File: src/rtl/led_pwm_ctrl.sv
// Multi-channel LED driver: shared prescaled PWM timebase with per-channel OFF/ON/BLINK/PWM modes.
// Duty updates are double-buffered and land on frame wrap so a running PWM output never glitches.
module led_pwm_ctrl #(
    parameter int N_LEDS       = 4,
    parameter int PWM_W        = 8,
    parameter int TICK_DIV     = 100,
    parameter int BLINK_FRAMES = 2048,
    localparam int CH_W        = (N_LEDS > 1) ? $clog2(N_LEDS) : 1
) (
    input  logic              clk_100_i,
    input  logic              rst_i,
    input  logic              cfg_we_i,
    input  logic [CH_W-1:0]   cfg_ch_i,
    input  logic [1:0]        cfg_mode_i,
    input  logic [PWM_W-1:0]  cfg_duty_i,
    output logic [N_LEDS-1:0] leds_o,
    output logic              frame_o
);

    localparam int PRE_W = (TICK_DIV > 1) ? $clog2(TICK_DIV) : 1;
    localparam int FRM_W = (BLINK_FRAMES > 1) ? $clog2(BLINK_FRAMES) : 1;
    localparam logic [PRE_W-1:0] PRE_LAST = PRE_W'(TICK_DIV - 1);
    localparam logic [FRM_W-1:0] FRM_LAST = FRM_W'(BLINK_FRAMES - 1);

    typedef enum logic [1:0] {
        MODE_OFF   = 2'b00,
        MODE_ON    = 2'b01,
        MODE_BLINK = 2'b10,
        MODE_PWM   = 2'b11
    } led_mode_e;

    logic [PRE_W-1:0] pre_cnt;
    logic [PWM_W-1:0] pwm_cnt;
    logic [FRM_W-1:0] frame_cnt;
    logic             blink_phase;
    logic             tick;
    logic             wrap;

    led_mode_e        mode_q      [N_LEDS];
    logic [PWM_W-1:0] duty_shadow [N_LEDS];
    logic [PWM_W-1:0] duty_active [N_LEDS];
    logic [N_LEDS-1:0] ch_sel;
    logic [N_LEDS-1:0] leds_next;

    assign tick = (pre_cnt == PRE_LAST);
    assign wrap = tick && (&pwm_cnt);

    // Timebase: prescaler -> PWM counter -> frame counter -> blink phase.
    always_ff @(posedge clk_100_i) begin
        if (rst_i) begin
            pre_cnt     <= '0;
            pwm_cnt     <= '0;
            frame_cnt   <= '0;
            blink_phase <= 1'b0;
            frame_o     <= 1'b0;
        end else begin
            frame_o <= wrap;
            if (tick) begin
                pre_cnt <= '0;
            end else begin
                pre_cnt <= pre_cnt + PRE_W'(1);
            end
            if (tick) begin
                pwm_cnt <= pwm_cnt + PWM_W'(1);
            end
            if (wrap) begin
                if (frame_cnt == FRM_LAST) begin
                    frame_cnt   <= '0;
                    blink_phase <= ~blink_phase;
                end else begin
                    frame_cnt <= frame_cnt + FRM_W'(1);
                end
            end
        end
    end

    // Out-of-range channel indices match no decode line, so such writes vanish.
    always_comb begin
        ch_sel = '0;
        for (int i = 0; i < N_LEDS; i++) begin
            ch_sel[i] = cfg_we_i && (cfg_ch_i == CH_W'(i));
        end
    end

    always_ff @(posedge clk_100_i) begin
        if (rst_i) begin
            for (int i = 0; i < N_LEDS; i++) begin
                mode_q[i]      <= MODE_OFF;
                duty_shadow[i] <= '0;
                duty_active[i] <= '0;
            end
        end else begin
            for (int i = 0; i < N_LEDS; i++) begin
                if (ch_sel[i]) begin
                    mode_q[i]      <= led_mode_e'(cfg_mode_i);
                    duty_shadow[i] <= cfg_duty_i;
                end
                // A write landing on the wrap cycle bypasses the shadow so it is not lost for a frame.
                if (wrap) begin
                    duty_active[i] <= ch_sel[i] ? cfg_duty_i : duty_shadow[i];
                end
            end
        end
    end

    always_comb begin
        leds_next = '0;
        for (int i = 0; i < N_LEDS; i++) begin
            unique case (mode_q[i])
                MODE_OFF:   leds_next[i] = 1'b0;
                MODE_ON:    leds_next[i] = 1'b1;
                MODE_BLINK: leds_next[i] = blink_phase;
                MODE_PWM:   leds_next[i] = (pwm_cnt < duty_active[i]);
                default:    leds_next[i] = 1'b0;
            endcase
        end
    end

    always_ff @(posedge clk_100_i) begin
        if (rst_i) begin
            leds_o <= '0;
        end else begin
            leds_o <= leds_next;
        end
    end

endmodule
File: config.mk
export PLATFORM = sky130hd
export DESIGN_NAME = led_pwm_ctrl
export DESIGN_NICKNAME = d
export VERILOG_FILES = /design/src/rtl/led_pwm_ctrl.sv
export SDC_FILE = /design/constraint.sdc
export NUM_CORES = 1
export LEC_CHECK = 0
export CAP_MARGIN = 25
export CORE_MARGIN = 2
export CORE_UTILIZATION = 44
export CTS_CLUSTER_DIAMETER = 150
export DETAILED_ROUTE_END_ITERATION = 8
export GPL_ROUTABILITY_DRIVEN = 0
export PLACE_DENSITY = 0.66
export REMOVE_ABC_BUFFERS = 1
export SYNTH_ARGS = -nofsm -noshare
export SYNTH_HDL_FRONTEND = slang
export SYNTH_SLANG_ARGS = --single-unit
File: constraint.sdc
create_clock -name clk_100_i -period 3.25 [get_ports clk_100_i]
set_clock_uncertainty 0.15 [all_clocks]
set_input_delay 0.975 -clock clk_100_i [delete_from_list [all_inputs] [get_ports clk_100_i]]
set_output_delay 0.975 -clock clk_100_i [all_outputs]
set_load 0.05 [all_outputs]
After elaboration in Yosys (flattened, before gate mapping) --
Memories as Yosys holds them, arrays and structs flattened. Cells that the tools add are included.
Cells by class: add/sub/neg operators 3, $mul 0, div/mod/pow operators 0, $lt $le $gt $ge 4, eq/ne operators 17, shift-type cells 0, muxes and demuxes 38, bitwise gates (word level) 13, reductions and logical operators 13
Operators with widths (count):
- $mux 8 | 12
- $lt 8x8->1 | 4
- $eq 2x2->1 const B | 10
- $mux 1 | 17
- $pmux 1 s4 | 4
- $or 1x1->1 | 12
- $add 11x1->11 const B | 1
- $eq 11x11->1 const B | 1
- $mux 11 | 1
- $eq 2x1->1 const B | 5
- $logic_not 2->1 | 5
- $add 8x1->8 const B | 1
- $mux 2 | 4
- $reduce_and 8->1 | 1
- $add 7x1->7 const B | 1
- $eq 7x7->1 const B | 1
- $logic_and 1x1->1 | 5
- $reduce_and 2->1 | 1
- $reduce_or 2->1 | 1
- $not 1->1 | 1
Word-level totals: bits in registers 32, bits in latches 0, bits in writable memories 72, bits in read-only memories 0, bits of input ports 15, output and inout port bits 5, logic and storage cells 97, memories kept 3
Memories:
- duty_active | words 4, width 8, read ports 4, clocked after memory_dff 0, write ports 4, line 41 | logic [PWM_W-1:0] duty_active [N_LEDS];
- duty_shadow | words 4, width 8, read ports 4, clocked after memory_dff 0, write ports 4, line 40 | logic [PWM_W-1:0] duty_shadow [N_LEDS];
- mode_q | words 4, width 2, read ports 4, clocked after memory_dff 0, write ports 4, line 39 | led_mode_e mode_q [N_LEDS];

Logic depth before layout (Yosys ltp) --
Gate-level depths: netlist of the first run.
depth after elaboration 6, gate-level depth with buffers 7, mapped depth without buffers 7

Worst setup path before layout of the first run --
No wires, ideal clock.
path type input port to flip-flop, from input port rst_i, to memory duty_active[0][0] (enable), library setup time 0.394 ns, data arrival time 2.180 ns, required time 2.706 ns, slack 0.526 ns, stages 3, buffers on the path 2, path through clkbuf_8 > clkbuf_1 > nand2b_1
RTL lines:
- from (decl) | line 11 | input logic rst_i,
- to (decl) | line 41

Worst setup path after layout of the first run --
from register leds_o[3], to output port leds_o[3]
RTL lines:
- from (decl) | line 16 | output logic [N_LEDS-1:0] leds_o,
- from (signal assigned) | line 123 | leds_o <= leds_next;
No word-level cell between the ends.

==> results.ini, run 1 <==
[run_status]
status=finished, final reports clean

[worst_setup_path]
crit_path_top_delay_cell=clkdlybuf4s50_1
slowest_delay_ns=0.79
start_kind=register
cp_max_fo=1
crit_arrival_ns=1.46
critPathTopFamily=buffers and inverters
crit_type=register to primary output
cp-end-kind=primary output
cp_num_buf_inv=1
required_ns=2.12
crit_chain=clkdlybuf4s50_1

[final_layout]
stdcell_count=645
final_util_pct=50.3
antenna_cells=0
layout.nets=544
drive_gt1_share_pct=6.57
seq_area_um2=2800
layout_common_cells=edfxtp_1 (72), nor2_1 (44), nand2_1 (40), and2_1 (40), inv_1 (35)
finalInstanceArea_um2=5750
fillers=1058
syn_to_final_growth_pct=11.8
layout_commonest_cell=edfxtp_1
multi_input_area_um2=2120

[timing]
timing_hold_violations_final=0
fin_ws_ns=0.661
tightest_slew_ns=0.594
relSlewSlack_pct=60.4
max_freq_mhz=386
period_share_pct=79.7
finalSetupViolations=0
drv_slew=0
timing.setup.tns_ns=0
fin_crit_ns=2.59
hold_slack_ns=0.291
rsz0062_at_grt=no

[pwr]
power.density_nw_per_um2=466
irDropWorstVdd_mv=0.440
leakage_nw=2.25
total_power_mw=2.68

[logic_synthesis]
synthFlopType=edfxtp_1
synthDistinctLibCells=43
seq_area_frac_synth_pct=54.5
synthCells=477
async_reset_ff_share_pct=0
synth_seq_cells=104
synth_edf_count=72
syn_avg_cell_area_um2=10.8
synth_area_um2=5140
yosys_warnings=0

[clock_tree]
cts_max_path_buffers=2
numClockSinks=104
ctsHoldBuffers=0
ctsResizeCount=0
root_buffer=clkbuf_16
clk_pin_slew_ns=0.06
clock_latency_ns=0.35
postCtsSetupBuffers=0
cts_tree=yes
h-tree-depth=3
cts_buffers=9

[place]
hpwl_um=7010
post_dp_cell_area_um2=5480
placed_cells=630
pre_cts_ws_ns=0.373
port_buffers=19

[min_path]
hp-class=register to register

[detailed_routing]
vias_per_cell=5.15
finalWirelength_um=10000
vias=3322
drc_errors=0
dr.pass1.iters=4
ant_nets=0
drt_iter0_markers=109
drt-wirelength-per-cell_um=15.5

[floorplanning]
core_um2=11400
start_util_pct=45.0
fp-row-count=39
die_h_um=112
io-pin-count=20
die_x_um=112
dieArea_um2=12600

[grt]
grt_pass1_vias=3228
grt_overflow_total=0
grt_max_degree=34
grt_usage_pct=17.1
grt_pass1_wl_um=16600
antenna_found_initial=0

[run]
drv_cap=0

-- power by group --
| part | internal (mW) | switching, mW | total, mW |
|---|---|---|---|
| Sequential | 1.48 | 0.0234 | 1.50 |
| Combinational | 0.0709 | 0.112 | 0.183 |
| Clock | 0.519 | 0.476 | 0.995 |
-- layer usage --
metal / global-route usage, % / up-vias / share of wire [%]
met2: 27.9 / 48 / 48
met5: 0 / - / 0
met4: 4.31 / 0 / 1.0
li1: - / 1699 / -
met1: 22.7 / 1568 / 47
met3: 4.91 / 7 / 4.0
-- cell families after synthesis --
kind of cell,count (synthesis),synth area share (%)
simple gates,199,21.1
flops,104,54.5
compound gates,60,6.57
buf+inv,50,4.16
fa+ha+maj,31,7.55
mux,17,3.31
xor+xnor,16,2.73
-- layout make-up --
type	count	area share (%)
Tap cell	143	3.11
Sequential cell	104	48.8
Multi-Input combinational cell	323	36.9
Inverter	35	2.29
Timing Repair Buffer	25	4.31
Clock buffer	11	4.05
Clock inverter	4	0.544
-- cells in the mapped netlist, drive strengths merged, types with 6 or more instances --
| cell type | n | area (µm²) |
|---|---|---|
| nor2b | 10 | 62.6 |
| nand2b | 13 | 81.3 |
| xnor2 | 12 | 105 |
| inv | 35 | 131 |
| nand3 | 9 | 50.1 |
| mux2i | 17 | 170 |
| clkbuf | 11 | 51.3 |
| dfxtp | 32 | 641 |
| a31oi | 6 | 37.5 |
| nor2 | 44 | 165 |
| edfxtp | 72 | 2160 |
| a21oi | 28 | 140 |
| or3 | 8 | 62.6 |
| nand2 | 40 | 150 |
| ha | 31 | 388 |
| and2 | 41 | 258 |
| o21ai | 14 | 70.1 |
-- path summary, 6_finish.rpt --
kind	from	endpoint	slack (ns)	cells past startpoint
setup / recovery	leds_o[3]	leds_o[3]	0.66	1
hold / removal	pre_cnt[0]	pre_cnt[0]	0.29	1
setup reg to reg	pre_cnt[4]	duty_active[1][0]	0.72	4
hold reg to reg	pre_cnt[0]	pre_cnt[0]	0.29	1
-- state kept, by name, summed over array words and instances (netlist names) --
name / cells
blink_phase: 1
mode_q: 8
leds_o: 4
duty_shadow: 32
frame_cnt: 11
duty_active: 32
pwm_cnt: 8
frame_o: 1
pre_cnt: 7
Power figures use the tool's default switching activity.
==> run 2, diff against run 1 <==
Settings changed: PLACE_DENSITY 0.66 to 0.68.
Clock period 3.25 ns to 2.3 ns, I/O delays scaled along.
==> results.ini, run 2 (same netlist as run 1, synthesis figures left out) <==
[clock_tree]
clock_latency_ns=0.35  ; about the same
numClockSinks=104  ; unchanged
ctsHoldBuffers=0  ; unchanged
cts_max_path_buffers=2  ; unchanged
root_buffer=clkbuf_16  ; unchanged
h-tree-depth=3  ; unchanged
cts_tree=yes  ; unchanged
clk_pin_slew_ns=0.07  ; was 0.06 ns
cts_buffers=9  ; unchanged

[final_layout]
top_regs=duty_active: 32 flops, duty_shadow: 32 flops, frame_cnt: 11 flops  ; unchanged
layout.nets=575  ; was 544
layout_commonest_cell=edfxtp_1  ; unchanged
syn_to_final_growth_pct=17.4  ; was 11.8%
stdcell_count=677  ; was 645
finalInstanceArea_um2=6030  ; was 5750 µm²
antenna_cells=0  ; unchanged
layout_common_cells=edfxtp_1 (72), nor2_1 (44), nand2_1 (40), and2_1 (40), buf_4 (37)  ; was edfxtp_1 (72), nor2_1 (44), nand2_1 (40), and2_1 (40), inv_1 (35)
drive_gt1_share_pct=13.3  ; was 6.57%

[timing]
finalSetupViolations=0  ; unchanged
hold_slack_ns=0.306  ; was 0.291 ns
rsz0062_at_grt=no  ; unchanged
max_freq_mhz=461
fin_crit_ns=2.17
period_share_pct=94.4
timing_hold_violations_final=0  ; unchanged
timing.setup.tns_ns=0  ; unchanged
relSlewSlack_pct=66.8  ; was 60.4%
drv_slew=0  ; unchanged
tightest_slew_ns=0.497  ; was 0.594 ns

[place]
post_dp_cell_area_um2=5740  ; was 5480 µm²
port_buffers=19  ; unchanged
hpwl_um=7420  ; was 7010 µm
placed_cells=660  ; was 630

[worst_setup_path]
reg2reg_depth=6  ; was 4
worstReg2RegEnd=frame_cnt[9]  ; was duty_active[1][0]
slowest_delay_ns=0.48  ; was 0.79 ns
crit_path_top_delay_cell=or4_1  ; was clkdlybuf4s50_1
cp-end-kind=register  ; was primary output
crit_type=register to register  ; was register to primary output
start_kind=register  ; unchanged
timing.reg2reg.setup_slack_ns=0.13  ; was 0.72 ns
required_ns=2.43  ; was 2.12 ns
crit_chain=ha_2 > and2_2 > nand4_4 > or3_4 > or4_1 > a21oi_1  ; was clkdlybuf4s50_1
cp_max_fo=5  ; was 1
reg2reg_from=pre_cnt[0]  ; was pre_cnt[4]
crit_arrival_ns=2.31  ; was 1.46 ns

[detailed_routing]
finalWirelength_um=10300  ; was 10,000 µm
wl_met1_um=4880  ; was 4710 µm
ant_nets=0  ; unchanged
vias=3443  ; was 3,322
wl_met2_um=4840  ; was 4800 µm
drc_errors=0  ; unchanged
drt_iter0_markers=225  ; was 109
wl_met3_um=412  ; was 399 µm
vias_per_cell=5.09  ; was 5.15
dr.pass1.iters=4  ; unchanged
routed.top_layer=met4  ; unchanged
drt-wirelength-per-cell_um=15.3  ; was 15.5 µm

[floorplanning]
dieArea_um2=12600  ; unchanged
io-pin-count=20  ; unchanged
start_util_pct=45.0  ; unchanged
die_x_um=112  ; unchanged
fp-row-count=39  ; unchanged
die_h_um=112  ; unchanged
core_um2=11400  ; unchanged

[grt]
grt_pass1_wl_um=17000  ; was 16,600 µm
grt_overflow_total=0  ; unchanged
antenna_found_initial=0  ; unchanged
grt_pass1_vias=3413  ; was 3,228
grt_max_degree=34  ; unchanged
grt_usage_pct=17.5  ; was 17.1%

[min_path]
hp-class=register to register  ; unchanged
hold_end=pre_cnt[0]  ; unchanged
hold_depth=1  ; unchanged
hp-start=pre_cnt[0]  ; unchanged

[pwr]
total_power_mw=3.84  ; was 2.68 mW
irDropWorstVdd_mv=0.623  ; was 0.440 mV
power.density_nw_per_um2=636  ; was 466 nW/µm²
leakage_nw=2.45  ; was 2.25 nW

[run]
drv_cap=0  ; unchanged

[run_status]
status=finished, final reports clean  ; unchanged

-- run 2: cell count changes in the layout (fill, tap and decap cells not counted), sizes merged --
cell           previous run  this run
buf                       6        41
clkbuf                   11        10
clkdlybuf4s50            19        14
dlymetal6s2s              0         1
inv                      36        38
-- run 2: repair_timing --
action	4_1_cts	5_1_grt
hold endpoints to repair	0	0
endpoints found under the setup margin	0	3
resized for setup	0	4
buffers inserted	0	1
-- run 2: how the worst max path moves through the flow --
stage / start / end / slack [ns] / cells after the start
2_1_floorplan: pre_cnt[4] / duty_active[0][0] / -0.31 / 4
3_3_place_gp: cfg_we_i / duty_shadow[0][4] / -0.05 / 4
3_5_place_dp: cfg_ch_i[1] / duty_shadow[3][1] / -0.09 / 5
4_1_cts: frame_o / frame_o / 0.004 / 1
5_1_grt: pre_cnt[0] / frame_cnt[9] / 0.02 / 6
6_report: pre_cnt[0] / frame_cnt[9] / 0.13 / 6
-- run 2: area by class of cell --
type                       count  area, µm²
clock buffer                  10        229
clock inverter                 6       42.5
fill                        1002       5390
inverter                      35        131
multi-input combinational    323       2140
sequential                   104       2800
tap                          143        179
timing repair buffer          56        510
-- run 2: stage by stage --
step / worst slack [ns] / utilization, %
floorplan: -0.312 / -
global placement: -0.0522 / 50.2
detailed placement: -0.0884 / 50.2
CTS: 0.00377 / 52.6
global route: 0.0174 / 52.8
finish: 0.129 / 52.8
-- run 2: power breakdown --
| group | switching, mW | internal, mW | total [mW] |
|---|---|---|---|
| combinational | 0.164 | 0.123 | 0.286 |
| clock | 0.690 | 0.741 | 1.43 |
| sequential | 0.0328 | 2.09 | 2.12 |
-- run 2: critical path, delay by kind of cell, from the launching register on --
family	cells	cell delay, ns
adder cells (fa/ha/maj)	1	0.21
flip-flops	1	0.36
AO/OA/AOI/OAI	1	0.15
AND/OR/NAND/NOR	4	1.24
-- run 2: layer usage --
metal | global-route usage [%] | up-vias
met2 | 28.5 | 69
met4 | 6.18 | 0
met3 | 4.54 | 14
li1 | - | 1749
met5 | 0 | -
met1 | 22.8 | 1611
